$ cat config.mk
export PLATFORM = sky130hd
export DESIGN_NAME = skid_buffer
export DESIGN_NICKNAME = d
export VERILOG_FILES = /design/src/rtl/skid_buffer.sv
export SDC_FILE = /design/constraint.sdc
export NUM_CORES = 1
export LEC_CHECK = 0
export ABC_CLOCK_PERIOD_IN_PS = 2000
export CORE_AREA = 4 4 49 51
export DETAILED_ROUTE_END_ITERATION = 12
export DIE_AREA = 0 0 53 55
export HOLD_SLACK_MARGIN = 0.02
export PLACE_DENSITY_LB_ADDON = 0.12
export SETUP_SLACK_MARGIN = 0.2
export SYNTH_ARGS = -nofsm -noshare
export SYNTH_HDL_FRONTEND = slang
export SYNTH_SLANG_ARGS = --single-unit
$ cat constraint.sdc
create_clock -name clk -period 2 [get_ports clk]
set_input_delay 0.4 -clock clk [delete_from_list [all_inputs] [get_ports clk]]
set_output_delay 0.4 -clock clk [all_outputs]
set_load 0.02 [all_outputs]
$ cat src/rtl/skid_buffer.sv
// skid_buffer: valid/ready pipeline stage with a two-entry skid register.
//
// Sits directly upstream of enable-gated register stages. It carries
// one word per cycle, and under back-pressure it neither drops nor
// duplicates words. Every handshake output is taken straight from a
// register, so there is no combinational path from out_ready to
// in_ready.
//
// Parameters:
//   size      - data width in bits (>= 1)
//
// Ports:
//   clk       - clock, rising edge
//   rst       - asynchronous reset, active low
//   flush     - synchronous discard of all held words, active high
//   in_valid  - upstream word present
//   in_ready  - stage can accept a word this cycle
//   in_data   - upstream word
//   out_valid - main register holds a word
//   out_ready - downstream accepts out_data this cycle
//   out_data  - word in main register
//   count     - words held (0, 1 or 2)
module skid_buffer #(
    parameter int unsigned size = 8
) (
    input  logic            clk,
    input  logic            rst,
    input  logic            flush,
    input  logic            in_valid,
    output logic            in_ready,
    input  logic [size-1:0] in_data,
    output logic            out_valid,
    input  logic            out_ready,
    output logic [size-1:0] out_data,
    output logic [1:0]      count
);

    logic [size-1:0] r_main_q;
    logic            r_main_v;
    logic [size-1:0] r_skid_q;
    logic            r_skid_v;

    logic w_in_fire;
    logic w_out_fire;

    assign w_in_fire  = in_valid & ~r_skid_v;
    assign w_out_fire = r_main_v & out_ready;

    assign in_ready  = ~r_skid_v;
    assign out_valid = r_main_v;
    assign out_data  = r_main_q;
    assign count     = {1'b0, r_main_v} + {1'b0, r_skid_v};

    // Occupancy is encoded by the two valid bits: main only -> BUSY,
    // both -> FULL, neither -> EMPTY. The skid entry is only ever
    // filled behind a valid main entry, so it always holds the younger
    // word.
    always_ff @(posedge clk or negedge rst) begin
        if (!rst) begin
            r_main_q <= '0;
            r_main_v <= 1'b0;
            r_skid_q <= '0;
            r_skid_v <= 1'b0;
        end else if (flush) begin
            // Data registers keep their contents. Only the valid bits are dropped.
            r_main_v <= 1'b0;
            r_skid_v <= 1'b0;
        end else if (!r_main_v) begin
            // EMPTY
            if (w_in_fire) begin
                r_main_q <= in_data;
                r_main_v <= 1'b1;
            end
        end else if (!r_skid_v) begin
            // BUSY
            if (w_in_fire && w_out_fire) begin
                r_main_q <= in_data;
            end else if (w_in_fire) begin
                r_skid_q <= in_data;
                r_skid_v <= 1'b1;
            end else if (w_out_fire) begin
                r_main_v <= 1'b0;
            end
        end else begin
            // FULL: in_ready is low, so the only possible event is a drain
            // of main. When that happens, the skid word moves up into main.
            if (w_out_fire) begin
                r_main_q <= r_skid_q;
                r_skid_v <= 1'b0;
            end
        end
    end

endmodule

* Word level (Yosys, flattened, before mapping)
Cells that the tools add are included. W data, S select, Z words.
Operators by class: reduce and logical (&&, ||, !) cells 5, muxes and demuxes 16, bitwise operators 5, add/subtract/negate cells 1, equality and inequality tests 2
Operators with widths (number):
- $mux W8 | 5
- $mux W1 | 11
- $reduce_and A5 Y1 | 1
- $reduce_and A4 Y1 | 1
- $reduce_bool A2 Y1 | 2
- $ne A3 B1 Y1 const B | 1
- $ne A3 B2 Y1 const B | 1
- $not A1 Y1 | 3
- $add A1 B1 Y2 | 1
- $and A1 B1 Y1 | 2
- $logic_and A1 B1 Y1 | 1
Storage, ports and cells: bits of input ports 13, output and inout port bits 12, word-level logic and storage cells 33, register bits after elaboration 18

* Depth between registers and ports, before layout
Gate-level depths: netlist of the first run.
depth after elaboration 7, gate-level depth with buffers 5, mapped depth without buffers 5

* Worst setup path after synthesis of the first run
Ideal clock, no wire load.
path kind reg2reg, start point reg r_main_v (netlist: out_valid), end point reg r_main_q[0] (netlist: out_data[0]), setup slack 0.093 ns, period minus slack after synthesis 1.907 ns, buffers on the path 0, arrival 1.782 ns, cell stages (with the launch flop) 5, required time 1.875 ns, cells stage by stage dfrtp_1 -> ha_1 -> a2bb2oi_1 -> a211oi_4 -> mux2_2
Between the ends: word-level cells in the longest chain between the ends 4
Ends and longest elaborated chain:
- start: declaration | line 39 | logic r_main_v;
- start signal: assignment | line 61 | r_main_v <= 1'b0;
- start signal: assignment | line 66 | r_main_v <= 1'b0;
- start signal: assignment | line 72 | r_main_v <= 1'b1;
- $and A1 B1 Y1 | line 47 | assign w_out_fire = r_main_v & out_ready;
- $logic_and A1 B1 Y1 | line 76 | if (w_in_fire && w_out_fire) begin
- $ne A3 B1 Y1 (no source line)
- $reduce_and A4 Y1 (no source line)
- end signal: assignment | line 71 | r_main_q <= in_data;
- end signal: assignment | line 77 | r_main_q <= in_data;
- end signal: assignment | line 88 | r_main_q <= r_skid_q;
- end: declaration | line 38 | logic [size-1:0] r_main_q;
Parallel ways exist; a longest one is shown, timed or not. A chain may end at the register's enable or synchronous reset.

* Final worst setup path of the first run
start point reg r_main_v (netlist: out_valid), end point out out_valid
RTL lines:
- end: declaration | line 32 | output logic out_valid,
No word-level cell between the ends.

==> run metrics, run 1 <==
status complete, no violations; DR vias/cell slightly below 5; Worst Reg-to-Reg Cells 5; clock transition at the registers of the reported paths approximately 100 ps; port buffer count 24; Post-synth ARST share between 90% and 100%; Fmax achieved 0.583 GHz; post-route ant nets 0; fin crit period ~1700 ps; routed len/inst 13.9 µm; Die X ~53 µm; Root Driver clkbuf_4; synth top area cells dfrtp_1, mux2_2, ha_1; fin. max-slew vios 0; Synth Cell Area approximately 830 µm²; First-pass DRT Iterations 2; CTS tree done; syn_area_per_cell between 10 and 15 µm²; Total Routed Length roughly 1.6 mm; placed cell area around 0.0011 mm²; largest area contributor in the synthesized netlist dfrtp_1; crit path cell chain clkdlybuf4s50_1; Tot GR Track Use between 10% and 20%; RSZ-0062 raised after global routing no; critical path type flip-flop to output port; Finished Cell Area between 0.001 and 0.0015 mm²; first-pass GRT wire length between 2 and 3 mm; Critical Path AT between 1000 and 1500 ps; met3 wire len between 100 and 150 µm; WHS between 400 and 500 ps; Post-synth EDFFs 0; register bit total from synthesis 18; final core occ between 60 and 70%; worst slew pin tran roughly 390 ps; wl on met1 669 µm; ANT cells 0; Worst setup EP type output port; Static Leak 0.000508 µW; Slew HR between 70% and 80%; DR DRC count 0; placed instance count roughly 110; Initial DRC Count 4; RePlAce Congestion ~0.74; VDD IR-drop max ~0.57 mV; Crit path required time around 1600 ps; Syn Nets 73; Synth top area share between 50% and 60%; Final TNS setup 0 ps; Worst Path Max Fanout 5; Clock Latency Late Sink ~290 ps; CTS Buf Count 3; R2R Setup Slk between 200 and 300 ps; most common cell in the netlist mux2_2; commonest cells in the netlist mux2_2, dfrtp_1, a21oi_1, inv_1; initial antenna violation count 0; post-DP HPWL 1.17 mm; Clock Skew 5.33 ps; Chip Height 55 µm; Slowest-stage cell, CP clkdlybuf4s50_1; largest delay contributor family on the critical path buffers and inverters; final std cells w/o fill 118; max_cap viols 0; area grow syn2layout 42.9%; # rows 16; uppermost layer routed met3; vias in the first global route 596; metal2 WL 869 µm; reg2reg start out_valid; final-layout fill cell count between 150 and 200; GR Overflow Total 0; Distinct cells, synth 12; CTS sink cnt 18; pwr dens a little under 900 mW/mm²; Yosys warnings 0; Synth Instances between 50 and 60; largest net degree at the start of global routing 19; initial core utilization between 40% and 50%; vias after detailed routing about 570; RR Endpoint out_data[7]; DIE AREA 0.00292 mm²; worst hold path type input pin to async pin; Post-synth top flop dfrtp_1; post-synthesis sequential area ratio 54.0%; Ports 25; Final period util 85.8%; ratio of cells with drive above 1 in the final layout between 40% and 50%; Worst Path Buf+Inv 1; Core ar. between 0.0015 and 0.002 mm²; Critical Path Start Type flip-flop; Nets 107; H-tree levels 1; CTS max path bufs 2; CP peak stage delay ~610 ps; Critical Path Stages 1; final-report setup violation count 0; Final Hold Viols 0
## layer usage
layer  up-vias  GRT usage, %
met4         0          3.83
met3         0          5.36
met5         -             0
met1       284          15.7
met2        14          22.5
li1        274             -
## power breakdown
| group | switching (µW) | internal, µW |
|---|---|---|
| sequential | 45.3 | 458 |
| clock | 108 | 111 |
| combinational | 139 | 197 |
## cell families (layout without fill, tap and decap cells)
family          count (synthesis)  in the layout  share of synthesized area [%]
compound gates                  6              6                           5.85
fa+ha+maj                       2              2                           3.00
buf+inv                         3             36                           1.35
flops                          18             18                           54.0
mux                            24             24                           32.4
simple gates                    5              5                           3.45
## worst max-delay path by stage
stage | slack (ps) | endpoint | start
6_report | 280 | out_valid | out_valid
5_1_grt | 220 | out_data[5] | out_valid
4_1_cts | 140 | count[0] | out_valid
3_5_place_dp | 110 | out_data[3] | in_valid
3_3_place_gp | 120 | out_data[5] | in_valid
2_1_floorplan | 220 | out_data[0] | out_valid
## cell usage in the layout, fill, tap and decap left out
cell	count
ha_1	1
nor2b_1	1
buf_4	4
a211oi_4	1
ha_2	1
dfrtp_1	16
nand2_1	1
inv_1	2
a21oi_1	3
nand2b_1	2
inv_2	1
a2bb2oi_1	1
clkdlybuf4s50_1	21
nand4_1	1
clkbuf_2	1
dlygate4sd2_1	2
mux2_2	24
clkbuf_8	1
dfrtp_2	2
o21ai_0	1
clkbuf_4	3
buf_12	1
## registers in the layout (all words and copies together) (netlist names)
| register | flops |
|---|---|
| out_valid | 1 |
| out_data | 8 |
| r_skid_q | 8 |
| r_skid_v | 1 |
## layout make-up
| class | instances | area [µm²] | share of cell area [%] |
|---|---|---|---|
| Tap cell | 27 | 33.8 | 2.83 |
| Inverter | 3 | 11.3 | 0.944 |
| Multi-Input combinational cell | 37 | 375 | 31.5 |
| Timing Repair Buffer | 29 | 283 | 23.7 |
| Sequential cell | 18 | 453 | 38.0 |
| Clock buffer | 4 | 36.3 | 3.04 |
## metrics by stage
stage	power [µW]	setup slack, ps
4_1_cts	1080	141
3_3_place_gp	844	123
3_5_place_dp	852	107
5_1_grt	1130	223
2_1_floorplan	685	220
6_report	1060	283
## what timing repair did
item | CTS | global route
pin swaps | 0 | 1
hold buffers | 0 | 0
setup buffers | 0 | 2
resized for setup | 3 | 3
endpoints found under the setup margin | 3 | 10
hold endpoints to repair | 0 | 0
(Power assumes the default switching activity.)
==> inputs of run 2 (changes only) <==
Settings changed: GPL_TIMING_DRIVEN from default to 0.
==> run 2 against run 1 <==
Compared with the run above: non-clock buffer count up 1; clock skew down 4.8 ps; count of clock-buffer cells in the layout unchanged; cell count grew 0.85%; wire length shrank 6.5%; worst setup slack worse by 0.72 ps; die area unchanged; critical endpoint is now out_data[7].
==> run metrics, run 2 (same netlist as run 1, synthesis figures left out) <==
status complete, no violations; initial core utilization 43.0% (unchanged); DR DRC count 0 (unchanged); ANT cells 0 (unchanged); CTS max path bufs 2 (unchanged); worst hold path type flip-flop to flip-flop; clock transition at the registers of the reported paths 100 ps (about the same); critical path type flip-flop to flip-flop; placed cell area 0.00111 mm² (-3.1%); post-route ant nets 0 (unchanged); pwr dens 884 mW/mm² (-0.38%); Critical Path AT 1900 ps (+580 ps); Final TNS setup 0 ps (unchanged); Critical Path Start Type flip-flop; port buffer count 24 (unchanged); largest net degree at the start of global routing 19 (unchanged); final-report setup violation count 0 (unchanged); Nets 108 (+0.93%); Fmax achieved 0.582 GHz (about the same); Finished Cell Area 0.00119 mm² (-0.31%); Core ar. 0.00194 mm² (unchanged); ratio of cells with drive above 1 in the final layout 42.4% (-0.47 points); Slew HR 46.3% (-28 points); CTS sink cnt 18 (unchanged); Chip Height 55 µm (unchanged); VDD IR-drop max 0.573 mV (+0.95%); post-DP HPWL 1.09 mm (-6.9%); vias in the first global route 571 (-4.2%); Total Routed Length 1.54 mm (-6.5%); Root Driver clkbuf_4; max_cap viols 0 (unchanged); # rows 16 (unchanged); Tot GR Track Use 12.1% (-1.2 points); RSZ-0062 raised after global routing no; final std cells w/o fill 119 (+0.85%); Die X 53 µm (unchanged); CTS Buf Count 3 (unchanged); First-pass DRT Iterations 4 (+2); GR Overflow Total 0 (unchanged); placed instance count 109 (-2.7%); Clock Latency Late Sink 280 ps (about the same); RePlAce Congestion 0.737 (-0.57%); Tot Pwr 1050 µW (-0.70%); H-tree levels 1 (unchanged); vias after detailed routing 573 (+0.17%); Final Hold Viols 0 (unchanged); fin. max-slew vios 0 (unchanged); hold_buf cts 0 (unchanged); Final WS setup 283 ps (-0.725 ps); commonest non-fill, non-tap cell in the layout mux2_2; Worst Path Max Fanout 7 (+2); Ports 25 (unchanged); Worst setup EP type flip-flop; fin crit period 1720 ps (+0.725 ps); DIE AREA 0.00292 mm² (unchanged); routed len/inst 12.9 µm (-7.3%); Static Leak 0.000525 µW (+3.4%); worst slew pin tran 803 ps (+416 ps); Clock Skew 0.494 ps (-4.83 ps); DP Worst Slack -101 ps (-209 ps); commonest cells after routing, fill and taps aside mux2_2, clkdlybuf4s50_1, dfrtp_1, buf_4; CTS tree done; initial antenna violation count 0 (unchanged); Final period util 85.9% (about the same); DR vias/cell 4.82 (-0.67%); area grow syn2layout 42.4%; first-pass GRT wire length 2.50 mm (-8.8%); Crit path required time 2180 ps (+580 ps); Initial DRC Count 4 (unchanged)
-- run 2: worst paths after layout --
path                        startpoint     endpoint  slack [ps]  depth (start not counted)
max in group asynchronous          rst    out_valid         880                          1
setup reg to reg             out_valid  out_data[7]         280                          5
hold reg to reg            r_skid_q[5]  r_skid_q[5]         510                          1
hold / removal             r_skid_q[5]  r_skid_q[5]         510                          1
min in group asynchronous          rst     r_skid_v         570                          1
setup / recovery             out_valid  out_data[7]         280                          5
-- run 2: layer usage --
layer | share of wire [%] | global-route usage, % | vias to the layer above
met4 | 0 | 3.83 | 0
met3 | 6.2 | 4.02 | 0
met5 | 0 | 0 | -
li1 | - | - | 277
met1 | 40 | 13.7 | 282
met2 | 54 | 21.7 | 14
-- run 2: repair_timing --
| action | 4_1_cts | 5_1_grt |
|---|---|---|
| setup endpoints to repair | 11 | 15 |
| buffers inserted | 3 | 3 |
| cloned | 0 | 0 |
| resized for setup | 3 | 3 |
| pin swaps | 1 | 1 |
-- run 2: report_power, final --
group / switching (µW) / total, µW / internal, µW
logic: 136 / 330 / 195
clock network: 106 / 217 / 111
registers: 45.8 / 504 / 458
total: 288 / 1050 / 764
-- run 2: through the flow --
step	util, %	hold WS (ps)
after global placement	57.3	484
after CTS	60.1	517
final	61.2	511
after floorplan	-	104
after detailed placement	57.3	492
after global routing	61.2	537
-- run 2: cell type report --
class | count | area [µm²]
Fill cell | 177 | 753
Sequential cell | 18 | 452
Multi-Input combinational cell | 37 | 375
Timing Repair Buffer | 30 | 280
Clock buffer | 4 | 36.3
Tap cell | 27 | 33.8
Inverter | 3 | 11.3
-- run 2: critical path: stages, from the launching register on --
cell      delay [ps]
dfrtp_2          460
ha_1             240
nand2b_1         180
a211oi_4         220
buf_4            180
mux2_2           330
==> inputs of run 3 (changes only) <==
Settings changed: RECOVER_POWER from default to 25.
==> run 3 against run 2 <==
Compared with the run above: global-route usage did not move; clock skew stayed put; non-clock buffer count is the same; cell count is the same; critical path type unchanged; maximum frequency hardly changed; count of clock-buffer cells in the layout did not move.
==> run metrics, run 3 (same netlist as run 1, synthesis figures left out) <==
status complete, no violations; Final period util 85.8% (about the same); CTS sink cnt 18 (unchanged); Tot Pwr 1050 µW (-0.12%); Total Routed Length 1.54 mm (about the same); post-DP HPWL 1.09 mm (unchanged); initial antenna violation count 0 (unchanged); RSZ-0062 raised after global routing no; first-pass GRT wire length 2.50 mm (unchanged); Ports 25 (unchanged); DIE AREA 0.00292 mm² (unchanged); GR Overflow Total 0 (unchanged); Worst Path Buf+Inv 1 (unchanged); FF/Latch Area 452 µm² (unchanged); vias in the first global route 571 (unchanged); Worst Path Max Fanout 7 (unchanged); post-route ant nets 0 (unchanged); Static Leak 0.000526 µW (+0.15%); Tot GR Track Use 12.1% (unchanged); Final WS setup 284 ps (+1.56 ps); CTS Buf Count 3 (unchanged); routed len/inst 12.9 µm (about the same); worst hold path type flip-flop to flip-flop; CP peak stage delay 460 ps (about the same); Fmax achieved 0.583 GHz (about the same); initial core utilization 43.0% (unchanged); DR vias/cell 4.80 (-0.35%); area grow syn2layout 42.4% (unchanged); largest delay contributor family on the critical path flip-flops; Crit path required time 2180 ps (about the same); commonest non-fill, non-tap cell in the layout mux2_2; DP Worst Slack -101 ps (unchanged); ratio of cells with drive above 1 in the final layout 42.4% (unchanged); worst slew pin tran 811 ps (+7.88 ps); Nets 108 (unchanged); RePlAce Congestion 0.737 (unchanged); final-layout fill cell count 177 (unchanged); Core ar. 0.00194 mm² (unchanged); Worst setup EP type flip-flop; max_cap viols 0 (unchanged); CTS max path bufs 2 (unchanged); DR DRC count 0 (unchanged); crit path cell chain ha_1 -> nand2b_1 -> a211oi_4 -> buf_4 -> mux2_2; largest net degree at the start of global routing 19 (unchanged); fin. max-slew vios 0 (unchanged); fin crit period 1720 ps (-1.56 ps); Clock Latency Late Sink 280 ps (about the same); Root Driver clkbuf_4; Chip Height 55 µm (unchanged); pwr dens 883 mW/mm² (-0.12%); hold_buf cts 0 (unchanged); Clock Skew 0.494 ps (unchanged); clock transition at the registers of the reported paths 100 ps (about the same); # rows 16 (unchanged); vias after detailed routing 571 (-0.35%); Slew HR 45.8% (-0.54 points); commonest cells after routing, fill and taps aside mux2_2, clkdlybuf4s50_1, dfrtp_1, buf_4; Final TNS setup 0 ps (unchanged); area of the multi-input gates 375 µm² (unchanged); port buffer count 24 (unchanged); critical path type flip-flop to flip-flop; VDD IR-drop max 0.573 mV (about the same); Final Hold Viols 0 (unchanged); ANT cells 0 (unchanged); Slowest-stage cell, CP dfrtp_2; Die X 53 µm (unchanged); Critical Path AT 1890 ps (about the same); Initial DRC Count 4 (unchanged); Critical Path Start Type flip-flop; CTS tree done; final-report setup violation count 0 (unchanged); First-pass DRT Iterations 4 (unchanged); H-tree levels 1 (unchanged)
-- run 3: cell count changes in the layout (fill, tap and decap cells not counted) --
| cell | delta |
|---|---|
| clkdlybuf4s50_1 | -3 |
| dlygate4sd3_1 | +3 |
-- run 3: timing repair --
action | in CTS | in global routing
buffers inserted | 3 | 3
gates resized for setup | 3 | 3
setup endpoints to repair | 11 | 15
pin swaps | 1 | 1
-- run 3: per-layer routing --
layer | track usage (%) | wire (µm)
met1 | 13.7 | 620
met5 | 0 | 0
met3 | 4.02 | 93
met4 | 3.83 | 0
met2 | 21.7 | 824
-- run 3: path summary, 6_finish.rpt --
kind	to	start	slack, ps	cells past startpoint
hold reg to reg	r_skid_q[5]	r_skid_q[5]	510	1
max in group asynchronous	out_valid	rst	810	1
hold / removal	r_skid_q[5]	r_skid_q[5]	510	1
min in group asynchronous	r_skid_v	rst	640	1
setup reg to reg	out_data[7]	out_valid	280	5
setup / recovery	out_data[7]	out_valid	280	5
-- run 3: final cells by class --
type / count / area share [%]
Sequential cell: 18 / 38.0
Multi-Input combinational cell: 37 / 31.6
Timing Repair Buffer: 30 / 23.6
Clock buffer: 4 / 3.05
Tap cell: 27 / 2.84
Inverter: 3 / 0.947
-- run 3: per-stage QoR --
stage | cell area [µm²] | hold slack [ps] | instances | util (%)
floorplan | 838 | 104 | 58 | -
global placement | 1110 | 484 | 109 | 57.3
detailed placement | 1110 | 492 | 109 | 57.3
CTS | 1170 | 517 | 116 | 60.1
global route | 1190 | 537 | 119 | 61.2
finish | 1190 | 511 | 119 | 61.2
-- run 3: power breakdown --
| part | leakage (µW) | internal (µW) | switching [µW] |
|---|---|---|---|
| clock network | 0.0000210 | 111 | 106 |
| registers | 0.000216 | 458 | 45.8 |
| logic | 0.000289 | 194 | 136 |
-- run 3: worst reg2reg max path, cell delays in order (launching register included) --
cell,delay [ps]
dfrtp_2,460
ha_1,240
nand2b_1,180
a211oi_4,220
buf_4,180
mux2_2,330
